**src/rtl/instr_pkg.sv**
```systemverilog
// Shared definitions for the instruction fetch/sequencing stage: opcodes, IR field
// positions, condition-flag indices and FSM state encodings.
package instr_pkg;

  // Opcodes (0-11 are datapath ops, 22-31 reserved)
  localparam logic [4:0] OP_DATA_MAX = 5'd11;
  localparam logic [4:0] OP_JUMP     = 5'd12;
  localparam logic [4:0] OP_JCARRY   = 5'd13;
  localparam logic [4:0] OP_JNOCARRY = 5'd14;
  localparam logic [4:0] OP_JSIGN    = 5'd15;
  localparam logic [4:0] OP_JNOSIGN  = 5'd16;
  localparam logic [4:0] OP_JZERO    = 5'd17;
  localparam logic [4:0] OP_JNOZERO  = 5'd18;
  localparam logic [4:0] OP_JOVF     = 5'd19;
  localparam logic [4:0] OP_JNOOVF   = 5'd20;
  localparam logic [4:0] OP_HALT     = 5'd21;

  // IR field bit positions
  localparam int unsigned OPER_HI     = 31;
  localparam int unsigned OPER_LO     = 27;
  localparam int unsigned RDST_HI     = 26;
  localparam int unsigned RDST_LO     = 22;
  localparam int unsigned RSRC1_HI    = 21;
  localparam int unsigned RSRC1_LO    = 17;
  localparam int unsigned IMM_MODE    = 16;
  localparam int unsigned RSRC2_HI    = 15;
  localparam int unsigned RSRC2_LO    = 11;
  localparam int unsigned IMM_HI      = 15;
  localparam int unsigned IMM_LO      = 0;

  // Bit positions within flags_in = {sign, zero, overflow, carry}
  localparam int unsigned SIGN  = 3;
  localparam int unsigned ZERO  = 2;
  localparam int unsigned OVF   = 1;
  localparam int unsigned CARRY = 0;

  // FSM states
  localparam logic [2:0] IDLE   = 3'd0;
  localparam logic [2:0] FETCH  = 3'd1;
  localparam logic [2:0] LOAD   = 3'd2;
  localparam logic [2:0] DECODE = 3'd3;
  localparam logic [2:0] ISSUE  = 3'd4;
  localparam logic [2:0] HALT   = 3'd5;

  function automatic logic is_data_op(input logic [4:0] op);
    return op <= OP_DATA_MAX;
  endfunction

endpackage

```
**src/rtl/branch_cond_eval.sv**
```systemverilog
// Combinational jump classifier: flags which opcodes are jumps and whether the
// condition is satisfied by the current execute flags.
module branch_cond_eval
  import instr_pkg::*;
(
  input  logic [4:0] oper_type,
  input  logic [3:0] flags_in,
  output logic       is_jump,
  output logic       taken
);

  always_comb begin
    is_jump = 1'b1;
    taken   = 1'b0;
    case (oper_type)
      OP_JUMP:     taken = 1'b1;
      OP_JCARRY:   taken = flags_in[CARRY];
      OP_JNOCARRY: taken = ~flags_in[CARRY];
      OP_JSIGN:    taken = flags_in[SIGN];
      OP_JNOSIGN:  taken = ~flags_in[SIGN];
      OP_JZERO:    taken = flags_in[ZERO];
      OP_JNOZERO:  taken = ~flags_in[ZERO];
      OP_JOVF:     taken = flags_in[OVF];
      OP_JNOOVF:   taken = ~flags_in[OVF];
      default:     is_jump = 1'b0;
    endcase
  end

endmodule

```
**src/rtl/instr_fetch_seq.sv**
```systemverilog
// Instruction fetch/sequencing stage: PC, IR, jump/halt resolution and issue handshake.
// Optional retired-instruction counter enabled by defining INSTR_FETCH_PERF_CNT_EN.
module instr_fetch_seq
  import instr_pkg::*;
#(
  parameter int unsigned ADDR_W  = 8,
  parameter int unsigned INSTR_W = 32
) (
  input  logic               clk,
  input  logic               sys_rst,
  input  logic               start,
  output logic [ADDR_W-1:0]  imem_addr,
  output logic               imem_rd_en,
  input  logic [INSTR_W-1:0] imem_rdata,
  output logic [INSTR_W-1:0] ir_out,
  output logic               ir_valid,
  input  logic               ex_done,
  input  logic [3:0]         flags_in,
  output logic [ADDR_W-1:0]  pc_out,
`ifdef INSTR_FETCH_PERF_CNT_EN
  output logic [31:0]        retired_cnt,
`endif
  output logic               halted
);

  logic [2:0]         state_q, state_d;
  logic [ADDR_W-1:0]  pc_q, pc_d;
  logic [INSTR_W-1:0] ir_q, ir_d;
  logic [ADDR_W-1:0]  pc_inc;
  logic [4:0]         oper_type;
  logic               is_jump;
  logic               taken;

  assign oper_type = ir_q[OPER_HI:OPER_LO];
  assign pc_inc    = pc_q + ADDR_W'(1);

  branch_cond_eval u_branch_cond_eval (
    .oper_type (oper_type),
    .flags_in  (flags_in),
    .is_jump   (is_jump),
    .taken     (taken)
  );

  always_comb begin
    state_d = state_q;
    pc_d    = pc_q;
    ir_d    = ir_q;
    case (state_q)
      IDLE: begin
        if (start) begin
          state_d = FETCH;
          pc_d    = '0;
        end
      end
      FETCH: state_d = LOAD;
      LOAD: begin
        ir_d    = imem_rdata;
        state_d = DECODE;
      end
      DECODE: begin
        if (oper_type == OP_HALT) begin
          state_d = HALT;
        end else if (is_jump) begin
          // Only the low ADDR_W bits of imm form the target
          pc_d    = taken ? ir_q[IMM_LO +: ADDR_W] : pc_inc;
          state_d = FETCH;
        end else if (is_data_op(oper_type)) begin
          state_d = ISSUE;
        end else begin
          pc_d    = pc_inc;
          state_d = FETCH;
        end
      end
      ISSUE: begin
        if (ex_done) begin
          pc_d    = pc_inc;
          state_d = FETCH;
        end
      end
      HALT: begin
        if (start) begin
          pc_d    = '0;
          state_d = FETCH;
        end
      end
      default: state_d = IDLE;
    endcase
  end

  always_ff @(posedge clk) begin
    if (sys_rst) begin
      state_q <= IDLE;
      pc_q    <= '0;
      ir_q    <= '0;
    end else begin
      state_q <= state_d;
      pc_q    <= pc_d;
      ir_q    <= ir_d;
    end
  end

`ifdef INSTR_FETCH_PERF_CNT_EN
  logic [31:0] cnt_q, cnt_d;
  logic        retire_evt;
  logic        restart;

  assign retire_evt = ((state_q == ISSUE) && ex_done) || ((state_q == DECODE) && is_jump);
  assign restart    = (state_q == HALT) && start;

  always_comb begin
    cnt_d = cnt_q;
    if (restart) begin
      cnt_d = '0;
    end else if (retire_evt && (cnt_q != 32'hFFFF_FFFF)) begin
      cnt_d = cnt_q + 32'd1;
    end
  end

  always_ff @(posedge clk) begin
    if (sys_rst) begin
      cnt_q <= '0;
    end else begin
      cnt_q <= cnt_d;
    end
  end

  assign retired_cnt = cnt_q;
`endif

  assign imem_addr  = pc_q;
  assign imem_rd_en = (state_q == FETCH);
  assign ir_out     = ir_q;
  assign ir_valid   = (state_q == ISSUE);
  assign pc_out     = pc_q;
  assign halted     = (state_q == HALT);

endmodule

```
**config.mk**
```make
export PLATFORM = sky130hd
export DESIGN_NAME = instr_fetch_seq
export DESIGN_NICKNAME = d
export VERILOG_FILES = /design/src/rtl/instr_pkg.sv /design/src/rtl/branch_cond_eval.sv /design/src/rtl/instr_fetch_seq.sv
export SDC_FILE = /design/constraint.sdc
export NUM_CORES = 1
export LEC_CHECK = 0
export CORE_MARGIN = 4
export CORE_UTILIZATION = 45
export DETAILED_ROUTE_END_ITERATION = 6
export PLACE_DENSITY_LB_ADDON = 0.05
export SLEW_MARGIN = 20
export SYNTH_ARGS = -nofsm -noshare
export SYNTH_HDL_FRONTEND = slang
export SYNTH_SLANG_ARGS = --single-unit
```
**constraint.sdc**
```tcl
create_clock -name clk -period 5.1 [get_ports clk]
set_input_delay 1.02 -clock clk [delete_from_list [all_inputs] [get_ports clk]]
set_output_delay 1.02 -clock clk [all_outputs]
set_load 0.02 [all_outputs]
```
# --- After elaboration in Yosys (flattened, before gate mapping) ---
# Cells that the tools add are included.
totals:
  ff_bits: 43
  out_inout_bits: 51
  elab_cells: 49
op_classes:
  add_sub_neg: 1
  order_cmp: 1
  n_eq_ne: 19
  muxes: 15
  n_bitwise: 4
  reduce_logical: 6
ops:
  columns: ["cell", "n"]
  rows:
  - ["8-bit 2-to-1 mux", 6]
  - ["5-bit equality test, second input constant", 6]
  - ["8-bit case mux with 3 select lines", 1]
  - ["5-bit by 4-bit equality test with 1-bit output, second input constant", 4]
  - ["3-bit 2-to-1 mux", 5]
  - ["3-bit case mux with 5 select lines", 1]
  - ["1-bit case mux with 9 select lines", 1]
  - ["9-bit OR reduction", 1]
  - ["8-bit by 1-bit adder with 8-bit output, second input constant", 1]
  - ["3-bit by 2-bit equality test with 1-bit output, second input constant", 2]
  - ["3-bit equality test, second input constant", 2]
  - ["5-bit by 4-bit <= comparator with 1-bit output, second input constant", 1]
  - ["5-bit AND reduction", 1]
  - ["2-bit by 1-bit inequality test with 1-bit output, second input constant", 2]
  - ["1-bit NOT", 4]
  - ["3-bit by 1-bit equality test with 1-bit output, second input constant", 1]
  - ["3-bit zero test", 1]
  - ["3-bit inequality test, second input constant", 1]
  - ["3-bit nonzero test", 1]
  - ["2-bit inequality test, second input constant", 1]
  - ["2-bit AND reduction", 1]
  - ["2-bit OR reduction", 1]
  - ["1-bit 2-to-1 mux", 1]

# --- Logic depth before layout (Yosys ltp) ---
logic_depth:
  word_depth: 6
  ltp_mapped: 7
  mapped_depth_nobuf: 5

# --- Modules after synthesis ---
# From an unflattened synthesis, not the netlist that was laid out.
hier_totals:
  cells_unflattened: 262
  hier_area_um2: 2054.5
modules_own_cells:
  columns: ["mod", "instances", "cells_each", "area_each_um2", "seq_area_each_um2"]
  rows:
  - ["instr_fetch_seq", 1, 245, 1936.9, 860.8]
  - ["branch_cond_eval", 1, 17, 117.6, 0.0]

# --- Worst setup path before layout ---
# Ideal clock, no wire load.
synth_timing:
  path_type: "input -> register"
  startpoint: "input port flags_in[0]"
  endpoint: "register pc_q[4] (netlist: imem_addr[4])"
  setup_time_ns: 0.134
  arrival_ns: 2.532
  setup_slack_ns: 2.434
  path_stages: 6
  cell_sequence: "mux2_2 a211o_1 and3_1 buf_6 and4_4 or4_1"
synth_via:
  elab_chain_len: 6
synth_rtl:
  columns: ["item", "line_no", "rtl"]
  rows:
  - ["from (decl)", "instr_fetch_seq.sv:18", "input logic [3:0] flags_in,"]
  - ["1-bit NOT", "branch_cond_eval.sv:18", "OP_JNOCARRY: taken = ~flags_in[CARRY];"]
  - ["1-bit case mux with 9 select lines (*)", "branch_cond_eval.sv:15", "case (oper_type)"]
  - ["8-bit 2-to-1 mux (*)", "instr_fetch_seq.sv:65", "pc_d = taken ? ir_q[IMM_LO +: ADDR_W] : pc_inc;"]
  - ["8-bit 2-to-1 mux (*)", "instr_fetch_seq.sv:63", "end else if (is_jump) begin"]
  - ["8-bit 2-to-1 mux (*)", "instr_fetch_seq.sv:61", "if (oper_type == OP_HALT) begin"]
  - ["8-bit case mux with 3 select lines (*)", "instr_fetch_seq.sv:48", "case (state_q)"]
  - ["to (signal assigned)", "instr_fetch_seq.sv:97", "pc_q <= pc_d;"]
  - ["to (decl)", "instr_fetch_seq.sv:27", "logic [ADDR_W-1:0] pc_q, pc_d;"]
# Every way passes the cells marked *; elsewhere a longest branch is shown, timed or not. The select of a mux whose other input is x is not followed.
# A chain may end at the register's enable or synchronous reset.

# --- Worst setup path in the final report ---
layout_timing:
  startpoint: "register state_q[2]"
  endpoint: "output port ir_valid"
layout_via:
  elab_chain_len: 1
layout_rtl:
  columns: ["item", "line_no", "rtl"]
  rows:
  - ["from (decl)", "instr_fetch_seq.sv:26", "logic [2:0] state_q, state_d;"]
  - ["from (signal assigned)", "instr_fetch_seq.sv:96", "state_q <= state_d;"]
  - ["3-bit equality test", "instr_fetch_seq.sv:133", "assign ir_valid = (state_q == ISSUE);"]
  - ["to (decl)", "instr_fetch_seq.sv:16", "output logic ir_valid,"]
# Every way passes these cells.

==> flow_summary.json <==
{
  "power.density_cell_area_nw_per_um2": 297.0,
  "synth_enable_flop_cells": 0,
  "route.vias.total": 2058,
  "numClockSinks": 43,
  "synthDominantAreaCellType": "sky130_fd_sc_hd__dfxtp_1",
  "ys_warn_count": 0,
  "summed_instance_area_of_the_synthesized_netlist_um2": 2081,
  "aggregate_routed_wire_length_um": 5479,
  "post-cts-setup-buffers": 0,
  "hold_viol": 0,
  "timing.critical_path.required_ns": 4.08,
  "crit_fanout": 10,
  "finalCriticalPeriod_ns": 2.975,
  "multi_input_area_um2": 1081,
  "core.rowCount": 24,
  "worst_slew_pin_slew_ns": 1.028,
  "finalSetupTns_ns": 0,
  "r2r-start": "state_q[1]$_SDFFE_PP0P_",
  "max-clock-path-buffers": 2,
  "dr_iter_0_viols": 122,
  "clock-skew-final_ns": 0.001760,
  "min_period_over_period_pct": 58.32,
  "cap_violations": 0,
  "layout-area-overhead-vs-synth_pct": 45.04,
  "synth_largest_type_area_fraction_pct": 41.37,
  "clock_insertion_delay_worst_skew_ns": 0.28,
  "route.detailed.drc": 0,
  "die_h_um": 76,
  "yosys_most_used_dff": "sky130_fd_sc_hd__dfxtp_1",
  "grt.met3_usage_pct": 7.329,
  "timing.slew.headroom_pct": 31.30,
  "synth.avg_cell_area_um2": 7.942,
  "critPathKind": "reg -> out",
  "regArea_um2": 860.8,
  "globalRouteTotalUtil_pct": 18.62,
  "yosys.cell_types.count": 49,
  "die-width_um": 76,
  "post_drt_via_cell_ratio": 5.277,
  "grt_busiest_layer": "met2",
  "clkSlewWorstSetupHoldPaths_ns": 0.08,
  "vias_in_the_first_global_route": 2009,
  "antenna-diode-count": 0,
  "clock_tree_from_tritoncts": "yes",
  "power_leakage_nw": 1.038,
  "die_area_um2": 5776,
  "synth_top_cells_by_area": "sky130_fd_sc_hd__dfxtp_1, sky130_fd_sc_hd__nand2_1, sky130_fd_sc_hd__a21oi_1",
  "cpLargestDelayFamily": "buffers and inverters",
  "cp_num_buf_inv": 1,
  "layout_nets": 378,
  "whs_ns": 0.4531,
  "grt-ovfl-total": 0,
  "routabilityCongestion": 0.8104,
  "ctsResizeCount": 0,
  "design.portCount": 91,
  "rsz0062_at_grt": "false",
  "asyncSetResetFlopFracSynth_pct": 0,
  "ctsHtreeMaxLevel": 2,
  "detail_route_antenna_nets": 0,
  "cts-root-buf": "sky130_fd_sc_hd__clkbuf_8",
  "antenna_found_initial": 0,
  "pin_count_of_the_biggest_net_entering_global_routing": 33,
  "synthesis.nets": 303,
  "average_routed_wire_per_standard_cell_um": 14.05,
  "ys_seq_area_share_pct": 41.37,
  "synthesis.instances": 262,
  "slew_violations": 0,
  "io_buffers": 90,
  "finalSetupViolCount": 0,
  "critPathMaxStageDelay_ns": 0.69,
  "timing.hold.worst.start": "ir_out[24]$_SDFFE_PP0P_",
  "synth_most_common_cell": "sky130_fd_sc_hd__nand2_1",
  "run_status": "finished, final reports clean",
  "cts_buffers": 5,
  "postSynthRegisterBits": 43,
  "grtUsageMet1_pct": 21.81,
  "fillerInstances": 406,
  "startpoint": "state_q[2]$_SDFFE_PP0P_",
  "place_hpwl_um": 3926,
  "first_pass_iters": 4,
  "timing.hold.worst.class": "reg -> reg",
  "timing.critical_path.arrival_ns": 1.95,
  "startpoint_type": "flip-flop",
  "slowest_stage": "sky130_fd_sc_hd__clkdlybuf4s50_1",
  "synth_common_cells": "sky130_fd_sc_hd__nand2_1, sky130_fd_sc_hd__dfxtp_1, sky130_fd_sc_hd__a21oi_1",
  "initial_core_util_pct": 47.14,
  "max_clock_freq_mhz": 336.2,
  "critical_path.endpoint_type": "output port",
  "grt_pass1_wl_um": 9197,
  "layout-drive-gt1-share_pct": 6.213,
  "coreArea_um2": 4414,
  "grtUsageMet2_pct": 30.74,
  "critical_path.cell_chain": "nor3b_2 -> clkdlybuf4s50_1",
  "vdd_ir_drop_max_mv": 0.1968,
  "cts_hold_buf": 0
}
## worst reg2reg max path, delay by kind of cell, from the launching register on
family                 cells  cell delay (ns)
AND/OR/NAND/NOR            2             0.92
AO/OA/AOI/OAI              2             0.39
buffers and inverters      1             0.24
flip-flops                 1             0.57
## cell type report
class | instances | area share [%]
clock buffers | 5 | 2.280
clock inverters | 3 | 0.4975
inverters | 3 | 0.3731
multi-input cells | 192 | 35.82
flip-flops and latches | 43 | 28.52
well taps | 52 | 2.156
repair buffers | 92 | 30.35
## kinds of logic after synthesis
| kind of cell | Yosys count | share of synthesized area, % |
|---|---|---|
| AOI/OAI and AO/OA | 64 | 20.39 |
| xor gates and xnor gates | 2 | 0.8420 |
| adders and majority gates | 1 | 0.6012 |
| buffers and inverters | 27 | 6.915 |
| DFF | 43 | 41.37 |
| muxes | 4 | 2.044 |
| and+or+nand+nor | 121 | 27.84 |
## state kept, by name, indices dropped and copies added, names as in the netlist
| register | count |
|---|---|
| ir_out | 32 |
| state_q | 3 |
| imem_addr | 8 |
## cells in the final DEF, fill, tap and decap left out, types with 2 or more instances in the layout
| master | count |
|---|---|
| sky130_fd_sc_hd__and3_1 | 5 |
| sky130_fd_sc_hd__o22ai_1 | 5 |
| sky130_fd_sc_hd__clkbuf_8 | 5 |
| sky130_fd_sc_hd__nand2b_1 | 2 |
| sky130_fd_sc_hd__inv_1 | 3 |
| sky130_fd_sc_hd__nand3_1 | 2 |
| sky130_fd_sc_hd__mux2i_1 | 2 |
| sky130_fd_sc_hd__a211oi_1 | 2 |
| sky130_fd_sc_hd__nor2b_1 | 5 |
| sky130_fd_sc_hd__nand2_1 | 73 |
| sky130_fd_sc_hd__mux2_2 | 2 |
| sky130_fd_sc_hd__nor4bb_1 | 2 |
| sky130_fd_sc_hd__nor4b_1 | 3 |
| sky130_fd_sc_hd__o21ai_0 | 2 |
| sky130_fd_sc_hd__and4bb_2 | 2 |
| sky130_fd_sc_hd__xnor2_1 | 2 |
| sky130_fd_sc_hd__buf_4 | 2 |
| sky130_fd_sc_hd__nor3_1 | 3 |
| sky130_fd_sc_hd__a21oi_1 | 37 |
| sky130_fd_sc_hd__dfxtp_1 | 43 |
| sky130_fd_sc_hd__a221o_1 | 4 |
| sky130_fd_sc_hd__o21a_1 | 2 |
| sky130_fd_sc_hd__nor2_1 | 13 |
| sky130_fd_sc_hd__clkinv_2 | 3 |
| sky130_fd_sc_hd__clkdlybuf4s50_1 | 90 |
## path summary, 6_finish.rpt
check	cells past startpoint	endpoint	slack, ns
worst max register to register	5	imem_addr[4]$_SDFFE_PP0P_	2.87
worst min-delay path	2	ir_out[24]$_SDFFE_PP0P_	0.45
worst max-delay path	2	ir_valid	2.13
worst min register to register	2	ir_out[24]$_SDFFE_PP0P_	0.45
## layer usage
| metal | wire length (um) | vias to the layer above |
|---|---|---|
| met2 | 2580 | 64 |
| met4 | 67 | 0 |
| met1 | 2289 | 934 |
| met3 | 541 | 6 |
| met5 | 0 | - |
| li1 | - | 1054 |
## stage by stage
stage	setup WS [ns]	utilization, %	cell area [um^2]	std cells	total power, mW
after floorplan	2.434	-	2081	262	0.5815
after global placement	1.865	66.47	2934	382	0.6975
after detailed placement	1.856	66.47	2934	382	0.7020
after CTS	2.103	68.37	3018	390	0.9049
after global routing	1.980	68.37	3018	390	0.9522
final	2.125	68.37	3018	390	0.8963
## report_power, final
group / total, mW / switching, mW / internal, mW
sequential: 0.402 / 0.0364 / 0.366
combinational: 0.291 / 0.154 / 0.136
clock: 0.203 / 0.110 / 0.0937
total: 0.896 / 0.300 / 0.596
No activity file was read; power rests on OpenSTA's default activity.
